==> config.mk <==
export PLATFORM = sky130hd
export DESIGN_NAME = lc3_writeback
export DESIGN_NICKNAME = d
export VERILOG_FILES = /design/src/rtl/lc3_writeback.sv
export SDC_FILE = /design/constraint.sdc
export NUM_CORES = 1
export LEC_CHECK = 0
export ABC_CLOCK_PERIOD_IN_PS = 3900
export CORE_ASPECT_RATIO = 0.8
export CORE_MARGIN = 4
export CORE_UTILIZATION = 52
export CTS_CLUSTER_DIAMETER = 80
export DETAILED_ROUTE_END_ITERATION = 10
export GPL_TIMING_DRIVEN = 0
export MAX_ROUTING_LAYER = met4
export PLACE_DENSITY = 0.77
export SLEW_MARGIN = 20
export SYNTH_ARGS = -nofsm -noshare
export SYNTH_HDL_FRONTEND = slang
export SYNTH_SLANG_ARGS = --single-unit
==> constraint.sdc <==
create_clock -name clock -period 3.9 [get_ports clock]
set_clock_uncertainty 0.1 [all_clocks]
set_input_delay 0.39 -clock clock [delete_from_list [all_inputs] [get_ports clock]]
set_output_delay 0.39 -clock clock [all_outputs]
set_load 0.02 [all_outputs]
==> src/rtl/lc3_writeback.sv <==
// rtl/lc3_writeback.sv - LC3 writeback stage: result select, 8x16 register file, NZP status
module lc3_writeback #(
  parameter int DATA_W   = 16,
  parameter int NUM_REGS = 8
) (
  input  logic                        clock,
  input  logic                        reset,
  input  logic                        enable_writeback,
  input  logic [1:0]                  W_Control,
  input  logic [DATA_W-1:0]           aluout,
  input  logic [DATA_W-1:0]           pcout,
  input  logic [DATA_W-1:0]           memout,
  input  logic [DATA_W-1:0]           npc,
  input  logic [$clog2(NUM_REGS)-1:0] dr,
  input  logic [$clog2(NUM_REGS)-1:0] sr1,
  input  logic [$clog2(NUM_REGS)-1:0] sr2,
  output logic [DATA_W-1:0]           VSR1,
  output logic [DATA_W-1:0]           VSR2,
  output logic [2:0]                  psr,
  output logic                        wb_done
);

  logic [DATA_W-1:0] rf [NUM_REGS];
  logic [DATA_W-1:0] wdata;
  logic [2:0]        wdata_nzp;
  logic              do_write;

  always_comb begin
    wdata = aluout;
    case (W_Control)
      2'd0:    wdata = aluout;
      2'd1:    wdata = pcout;
      2'd2:    wdata = memout;
      2'd3:    wdata = npc;
      default: wdata = aluout;
    endcase
  end

  // Sign bit takes precedence, so exactly one flag is ever set after a write.
  always_comb begin
    wdata_nzp = 3'b001;
    if (wdata[DATA_W-1])
      wdata_nzp = 3'b100;
    else if (wdata == '0)
      wdata_nzp = 3'b010;
  end

  assign do_write = enable_writeback;

  always_ff @(posedge clock) begin
    if (reset) begin
      for (int i = 0; i < NUM_REGS; i++)
        rf[i] <= '0;
      psr     <= 3'b000;
      wb_done <= 1'b0;
    end else if (do_write) begin
      rf[dr]  <= wdata;
      psr     <= wdata_nzp;
      wb_done <= 1'b1;
    end else begin
      wb_done <= 1'b0;
    end
  end

  // Unbypassed reads: a same-cycle write to the read index shows up next cycle.
  assign VSR1 = rf[sr1];
  assign VSR2 = rf[sr2];

endmodule

==> results, run 1 <==
- For this run, the total global-route usage over all layers was measured as between 20% and 30%.
- The most used flip-flop cell after synthesis is edfxtp_1.
- Final hold analysis gives a worst-case slack of around 0.37 ns.
- The sequential cell fraction of total power is approximately two fifths.
- In this run, synthesis produced a sequential element count of 132.
- The filler cells instantiated in the layout total 891.
- The placeable core region is between 0.01 and 0.015 mm².
- The sum of overflow across all layers after global routing is 0.
- The routed wirelength normalized by instance count is 25.1 µm.
- The longest clock path from root to sink contains 2 buffers.
- The number of sinks on the clock net is 132.
- After synthesis, the netlist uses 24 different library cells.
- The category of the critical setup timing path is primary input to primary output.
- After synthesis, the cell types taking the most area are edfxtp_1 (51%), mux4_2 (21%), mux2_2 (7.2%).
- For the worst-skew pair, the clock arrives at the later sink with an insertion delay of 0.42 ns.
- The post-route total power is approximately 0.0043 W.
- In this run the horizontal extent of the chip is ~140 µm.
- The count of inserted antenna diode cells is 0.
- The number of buffers added for setup after CTS is 0.
- The net count of the finished layout is between 700 and 800.
- Counting I/O delays and the setup requirement, the final critical path takes 3.42 ns.
- The die is 115 µm tall.
- STA classifies the critical path endpoint as a primary output.
- The peak fanout along the critical path is 10.
- The TritonCTS clock tree is done.
- The clock tree synthesis step divided the H-tree into 4 levels.
- The worst path setup slack after routing is 0.483 ns.
- Once the floorplan was initialized, standard cells occupied between 50% and 60% of the core.
- In this run, the clock network consumes 43.5% of the power.
- Derived from the worst setup path, the maximum achievable clock frequency is slightly below 0.3 GHz.
- The hold buffer count at cts is 0.
- The transition at the pin with the smallest max-transition slack is 1.10 ns.
- The number of clock buffers added by TritonCTS is 17.
- In this run switching power makes up a little under a quarter of total power.
- The power density over cell area is 452 mW/mm².
- Setup violations remaining at the end of the flow were counted as 0.
- The synthesized design contains ~130 enable-type register cells.
- The root buffer cell chosen for the clock tree is clkbuf_16.
- The post-synthesis instance area is roughly 0.0075 mm².
- The total count of hold-check failures in the final report was 0.
- The worst pin sits at a relative slew slack of about a quarter.
- After the first detailed-routing iteration, the DRC count stood at roughly 570.
- The via count of the first global-routing pass came to around 5700.
- The maximum VDD drop is approximately 390 µV.
- In this run the tool buffered the top-level ports with about 110 buffer cells.
- The count of max-cap constraint violations is 0.
- Dividing the final minimum period by the clock period gives between 80 and 90%.
- The congestion estimate from routability-driven global placement came to around 0.9.
- The pre-CTS worst setup slack is between 0.5 and 0.6 ns.
- For this design the total switching power over the nets is roughly 0.0010 W.
- The count of nets left with antenna violations once routing finished came out at 0.
- The initial antenna violation count is 0.
- The count of TritonRoute iterations in the first routing pass is 5.
- Setup repair after global routing left no endpoint under its margin.
- The run finished with clean final reports.
- The sequential share of the synthesized area is a little over half.
- The min-delay analysis places its worst path in the category flip-flop to flip-flop.
- After clock tree synthesis, the repair step resized 0 gates.
- The final number of max-transition violations was 0.
- The share of synthesized area in the top cell type comes to between 50% and 60%.
- The area growth from synthesis to layout is 26.8%.
- The die area is 0.0164 mm².
- In this run the static leakage power is ~3.3 nW.
- The accumulated negative setup slack is 0 ns.
- By instance count, the leading cell after synthesis is nor2_1.
- The arrival time of the worst setup path is ~3 ns.
- Data on the critical path is required at its endpoint by about 3.4 ns.
- Using the TritonRoute via totals, the vias-per-cell ratio works out to roughly 6.4.
- The DRC violations left is 0.
- The number of nets in the synthesized netlist is between 500 and 600.
- The number of instances in the synthesized netlist is 508.
- Cell internal power was estimated by the tool at between 0.003 and 0.004 W.
- Sorting the synthesized cells by how often they occur yields nor2_1 (132), edfxtp_1 (128), mux4_2 (69), mux2_2 (48), nand2_1 (23).
- Detailed placement ended at an HPWL of roughly 14 mm.
- The post-route netlist has approximately 25% of its cells at a drive strength greater than 1.
- The pin count of the biggest net entering global routing is 17.
- Of the total power, combinational logic draws between 10% and 20%.
- The worst setup path is launched from a primary input.
- The routed wire length is between 20 and 25 mm.
- The first global-routing pass estimated 31.8 mm of wire.
- Of all cell types, the one taking the most synthesized area is edfxtp_1.
- In the synthesized netlist the async set-or-reset flop fraction comes to 0%.
- The row count is 38.
- The yosys synthesis warning count is 0.
- The post-synthesis average cell area is 14.7 µm².
- The clock-pin slew on the worst setup and hold paths is approximately 0.060 ns.
- The via count of the routed design is roughly 5300.
- The number of top-level pins is 114.
[state kept, by name, indices dropped and copies added (netlist names)]
name     count
wb_done      1
rf         128
psr          3
[through the flow]
| step | area, µm² | utilization, % | std cells |
|---|---|---|---|
| 2_1_floorplan | 7480 | - | 508 |
| 3_3_place_gp | 8790 | 63.5 | 797 |
| 3_5_place_dp | 8790 | 63.5 | 797 |
| 4_1_cts | 9480 | 68.5 | 829 |
| 5_1_grt | 9480 | 68.5 | 829 |
| 6_report | 9480 | 68.5 | 829 |
[path summary, 6_finish.rpt]
check	startpoint	to	slack, ns	cells after the start
max reg2reg	psr[0]	psr[0]	3.14	1
min reg2reg	psr[1]	psr[1]	0.37	2
min	psr[1]	psr[1]	0.37	2
max	sr2[1]	VSR2[0]	0.48	5
[power groups by stage]
| stage | sequential [W] | combinational (W) | clock [W] |
|---|---|---|---|
| after CTS | 0.00170 | 0.000722 | 0.00186 |
| final | 0.00170 | 0.000723 | 0.00187 |
| after detailed placement | 0.00172 | 0.000715 | 0 |
| after global placement | 0.00171 | 0.000703 | 0 |
| after global routing | 0.00171 | 0.000763 | 0.00193 |
| after floorplan | 0.00170 | 0.000423 | 0 |
[routing by layer]
layer,routed length [µm],global-route usage [%],vias to the layer above
met5,0,-,-
li1,-,-,2248
met4,524,9.65,0
met2,10200,43.1,380
met1,8080,35.5,2634
met3,2040,5.57,48
[cell families after synthesis]
| logic type | share of synthesized area [%] |
|---|---|
| compound gates | 1.32 |
| buf+inv | 2.61 |
| flops | 52.5 |
| mux | 34.2 |
| simple gates | 9.42 |
[worst max-delay path: stages]
cell	delay, ns
clkdlybuf4s50_1	0.61
clkbuf_1	0.58
mux4_2	0.47
mux2_2	0.31
clkdlybuf4s50_1	0.56
[cells in the final DEF, fill, tap and decap left out, drive strengths merged]
| cell | n |
|---|---|
| nand2b | 9 |
| nor2 | 132 |
| nor2b | 2 |
| o21ai | 16 |
| mux2 | 48 |
| o31ai | 1 |
| nand2 | 23 |
| mux2i | 17 |
| nand4 | 1 |
| inv | 1 |
| a32o | 1 |
| edfxtp | 128 |
| and2 | 1 |
| buf | 13 |
| clkbuf | 43 |
| nand3 | 2 |
| nor4 | 4 |
| clkinv | 4 |
| clkdlybuf4s50 | 109 |
| mux4 | 80 |
| clkinvlp | 3 |
| bufinv | 7 |
| dfxtp | 4 |
[final cells by class]
class | instances | area (µm²) | share of cell area, %
buffer | 38 | 191 | 2.02
sequential | 132 | 3920 | 41.4
clock inverter | 14 | 258 | 2.72
inverter | 1 | 3.75 | 0.0396
timing repair buffer | 109 | 1090 | 11.5
multi-input combinational | 337 | 3360 | 35.4
clock buffer | 18 | 429 | 4.53
tap | 180 | 225 | 2.38
Power figures use the tool's default switching activity.
==> inputs of run 2 (changes only) <==
ABC_AREA = 1   (was unset)
ABC_CLOCK_PERIOD_IN_PS = 4370   (was 3900)
clock period = 4.37 ns   (was 3.9 ns; I/O delays follow)
==> run 2 against run 1 <==
Non-clock buffer count increased by 27. Die area decreased by 0.52%. Via count increased by 38%. Core utilization decreased by 0.67 points. Final cell count increased by 46%. Sequential cell count unchanged. Largest cell class unchanged. Highest routed layer unchanged.
==> results, run 2 <==
- The run finished with clean final reports.
- The number of cells upsized or downsized after cts was 0 (unchanged).
- The number of nets in the synthesized netlist came to 963 (+64%).
- The number of instances in the synthesized netlist is 885 (+74%).
- The maximum VDD drop is 341 µV (-12%).
- By instance count, the leading cell after synthesis is nor2_1.
- The area added between synthesis and finish is 25.8%.
- The yosys synthesis warning count came to 0 (unchanged).
- The post-route core utilization was 67.8% (-0.67 points).
- The number of nets in the layout is 1093 (+53%).
- The detailed placement HPWL is 18.0 mm (+26%).
- The routed wire length is 23.7 mm (+14%).
- The number of flops mapped to enable cells by yosys is 128 (unchanged).
- After synthesis, the cell types taking the most area are edfxtp_1 (52%), nor2_1 (10%), o21ai_0 (8.2%).
- The number of DRC markers after the initial detailed-route iteration is 1149 (+100%).
- The final number of max-transition violations is 0 (unchanged).
- The total global routing track utilization is 30.6% (+3.4 points).
- The pin count of the biggest net entering global routing is 17 (unchanged).
- The clock tree buffer depth was 2 (unchanged).
- The leakage power is 3.41 nW (+3.8%).
- Counting instances in the post-synthesis netlist gives the leading cell types as nor2_1 (206), edfxtp_1 (128), o21ai_0 (122), inv_1 (75), nand2_1 (75).
- The initial antenna violation count is 0 (unchanged).
- The number of standard cells in the final layout excluding fillers came to 1208 (+46%).
- Walking the worst path, the cells encountered are clkdlybuf4s50_1, buf_2, clkbuf_1, o21ai_0, o21ai_0, nor2_1, a31oi_1, clkdlybuf4s50_1.
- The category of the critical setup timing path is primary input to primary output.
- The wire length of the first global-routing pass is 37.1 mm (+17%).
- In the final layout, the registers with the most flip-flops are rf: 128 flops, psr: 3 flops, wb_done: 1 flops.
- The via count of the first global-routing pass came to 7024 (+22%).
- The clock insertion delay at the later pin of the skew report came to 0.42 ns (about the same).
- In the layout the commonest cells are nor2_1 (206), edfxtp_1 (128), o21ai_0 (122).
- The H-tree depth came to 4 (unchanged).
- The element type at the critical path start is a primary input.
- The post-synthesis register bit count is 132 (unchanged).
- The cell with the largest stage delay on the worst path is clkdlybuf4s50_1.
- The number of setup violations in the final report is 0 (unchanged).
- The number of cells in the design after placement is 1176 (+48%).
- The origin of the worst min-delay path is psr[0].
- The class of the tightest hold or removal check is flip-flop to flip-flop.
- In this run the critical register-to-register path is launched from psr[2].
- The die area came to 0.0163 mm² (-0.52%).
- The number of buffers added for setup after CTS is 0 (unchanged).
- The count of inserted antenna diode cells came to 0 (unchanged).
- The flip-flop count of the largest register, all copies and words added is 128 (unchanged).
- The arrival time of the worst setup path came to 3.05 ns (+0.12 ns).
- The worst reg2reg path endpoint is psr[2].
- The clock period minus worst slack is 3.59 ns.
- The number of sinks on the clock net is 132 (unchanged).
- The library cell used most frequently in the layout, excluding fill and tap cells, is nor2_1.
- The peak fanout along the critical path is 10 (unchanged).
- The sum of overflow across all layers after global routing is 0 (unchanged).
- The accumulated negative setup slack is 0 ns (unchanged).
- The floorplan die height is 115 µm (-0.26%).
- The post-route worst hold slack is 0.377 ns (+0.0103 ns).
- The count of unique library cells instantiated by Yosys is 26 (+8.3%).
- Setup repair after global routing left no endpoint under its margin.
- The total CTS buffers came to 17 (unchanged).
- The relative max-transition margin is 43.4% (+17 points).
- For this run, the top clock speed supported by timing is between 0.2 and 0.3 GHz.
- The top-area cell type share of the netlist area is 51.7% (+0.29 points).
- The TritonCTS clock tree is done.
- The largest register by flop count is rf.
- The delay of the slowest critical-path stage came to 0.68 ns (+0.07 ns).
- The final worst-path cycle share is between 80% and 90%.
- The row count is 38 (unchanged).
- The biggest area contributor in the post-synthesis netlist is edfxtp_1.
- The most frequently used flop master after synthesis is edfxtp_1.
- The routed wirelength normalized by instance count is 19.7 µm (-22%).
- The post-synthesis average cell area is 8.40 µm² (-43%).
- The placeable core region is 0.0138 mm² (-0.34%).
- The transition at the pin with the smallest max-transition slack is 0.848 ns (-0.252 ns).
- The horizontal die dimension came to 142 µm (-0.26%).
- The logic depth of the worst register-to-register path is 3 (+2).
- The sum of buffers and inverters on the critical path was 4 (+1).
- The DRC violations left is 0 (unchanged).
- The fraction of layout cells with a size suffix above 1 is 7.30% (-18 points).
- The count of fill cells added during filler insertion came to 1130 (+27%).
- The initial cell density of the core is 53.9% (-0.11 points).
- The count of max-cap constraint violations is 0 (unchanged).
- The first element of the critical path is sr1[0].
- The final antenna-violating net count was 0 (unchanged).
- STA classifies the critical path endpoint as a primary output.
- The hold buffer count at cts is 0 (unchanged).
- The data required time at the worst endpoint came to 3.83 ns (+0.42 ns).
- The setup slack of the most critical reg-to-reg path was 3.45 ns (+0.31 ns).
- The sequential share of the synthesized area came to 52.8% (+0.29 points).
- The final weighted congestion in routability-driven placement is 0.927 (+1.2%).
- The cell sitting at the root of the clock tree is a clkbuf_16.
- The number of port buffers is 111 (+1.8%).
- The worst hold path cell count came to 2 (unchanged).
- The via-per-instance ratio came to 6.08 (-5.1%).
- The post-synthesis async set-or-reset flop share is 0% (unchanged).
- The power density over cell area is 378 mW/mm² (-16%).
- The via count of the routed design is 7342 (+38%).
- The post-synthesis instance area is 0.00743 mm² (-0.55%).
- The terminating pin of the worst hold path is psr[0].
- The count of TritonRoute iterations in the first routing pass was 6 (+1).
- The clock-pin slew on the worst setup and hold paths is 0.06 ns (about the same).
- The number of top-level pins is 114 (unchanged).
- The total count of hold-check failures in the final report is 0 (unchanged).
- The category of cells accounting for the largest share of critical-path delay is buffers and inverters.
[run 2: cell count changes after synthesis, moves of 32 or more]
cell      previous run  this run
o211ai_1             0        32
a21oi_1              0        65
mux4_2              69         0
inv_1                1        75
a31oi_1              0        32
nor2_1             132       206
o21ai_0              0       122
mux2_2              48         0
nand2_1             23        75
nand3_1              2        39
[run 2: kinds of logic (layout without fill, tap and decap cells)]
group           after synthesis  in the layout  synth area share [%]
simple gates                352            352                  19.8
flops                       132            132                  52.8
compound gates              259            259                  19.1
buf+inv                     142            285                  8.35
[run 2: worst max-delay path by stage]
stage,end,slack [ns],depth (start not counted)
after floorplan,VSR2[3],2.33,6
after global placement,VSR2[11],0.86,8
after detailed placement,VSR2[11],0.88,8
after CTS,VSR2[11],0.85,8
after global routing,VSR1[12],0.63,8
final,VSR1[15],0.78,8
[run 2: power by group]
group / total [W] / switching, W / internal [W]
Combinational: 0.000616 / 0.000388 / 0.000228
Clock: 0.00142 / 0.000576 / 0.000842
Sequential: 0.00150 / 0.0000324 / 0.00147
[run 2: metal layers]
layer	up-vias	track usage [%]	wire, µm
met4	0	7.93	507
met3	65	6.07	2700
met5	-	-	0
met2	499	45.9	10600
met1	3453	43.0	9920
li1	3325	-	-
[run 2: metrics by stage]
step	instance area, µm²	worst slack [ns]	power, W
after global routing	9350	0.633	0.00364
after floorplan	7430	2.33	0.00185
after CTS	9350	0.855	0.00352
after global placement	8770	0.863	0.00211
final	9350	0.784	0.00353
after detailed placement	8770	0.878	0.00213
[run 2: area by class of cell]
cell class,count,area (µm²),share of cell area [%]
Timing Repair Buffer,111,1110,11.9
Inverter,79,297,3.17
Sequential cell,132,3920,41.9
Buffer,63,324,3.46
Tap cell,180,225,2.41
Multi-Input combinational cell,611,2890,30.9
Clock inverter,15,158,1.69
Clock buffer,17,425,4.55
[run 2: worst reg2reg max path, stage by stage (launching register included)]
cell and delay (ns):
dfxtp_1 0.32, o21ai_0 0.08, or2_2 0.31, inv_1 0.06
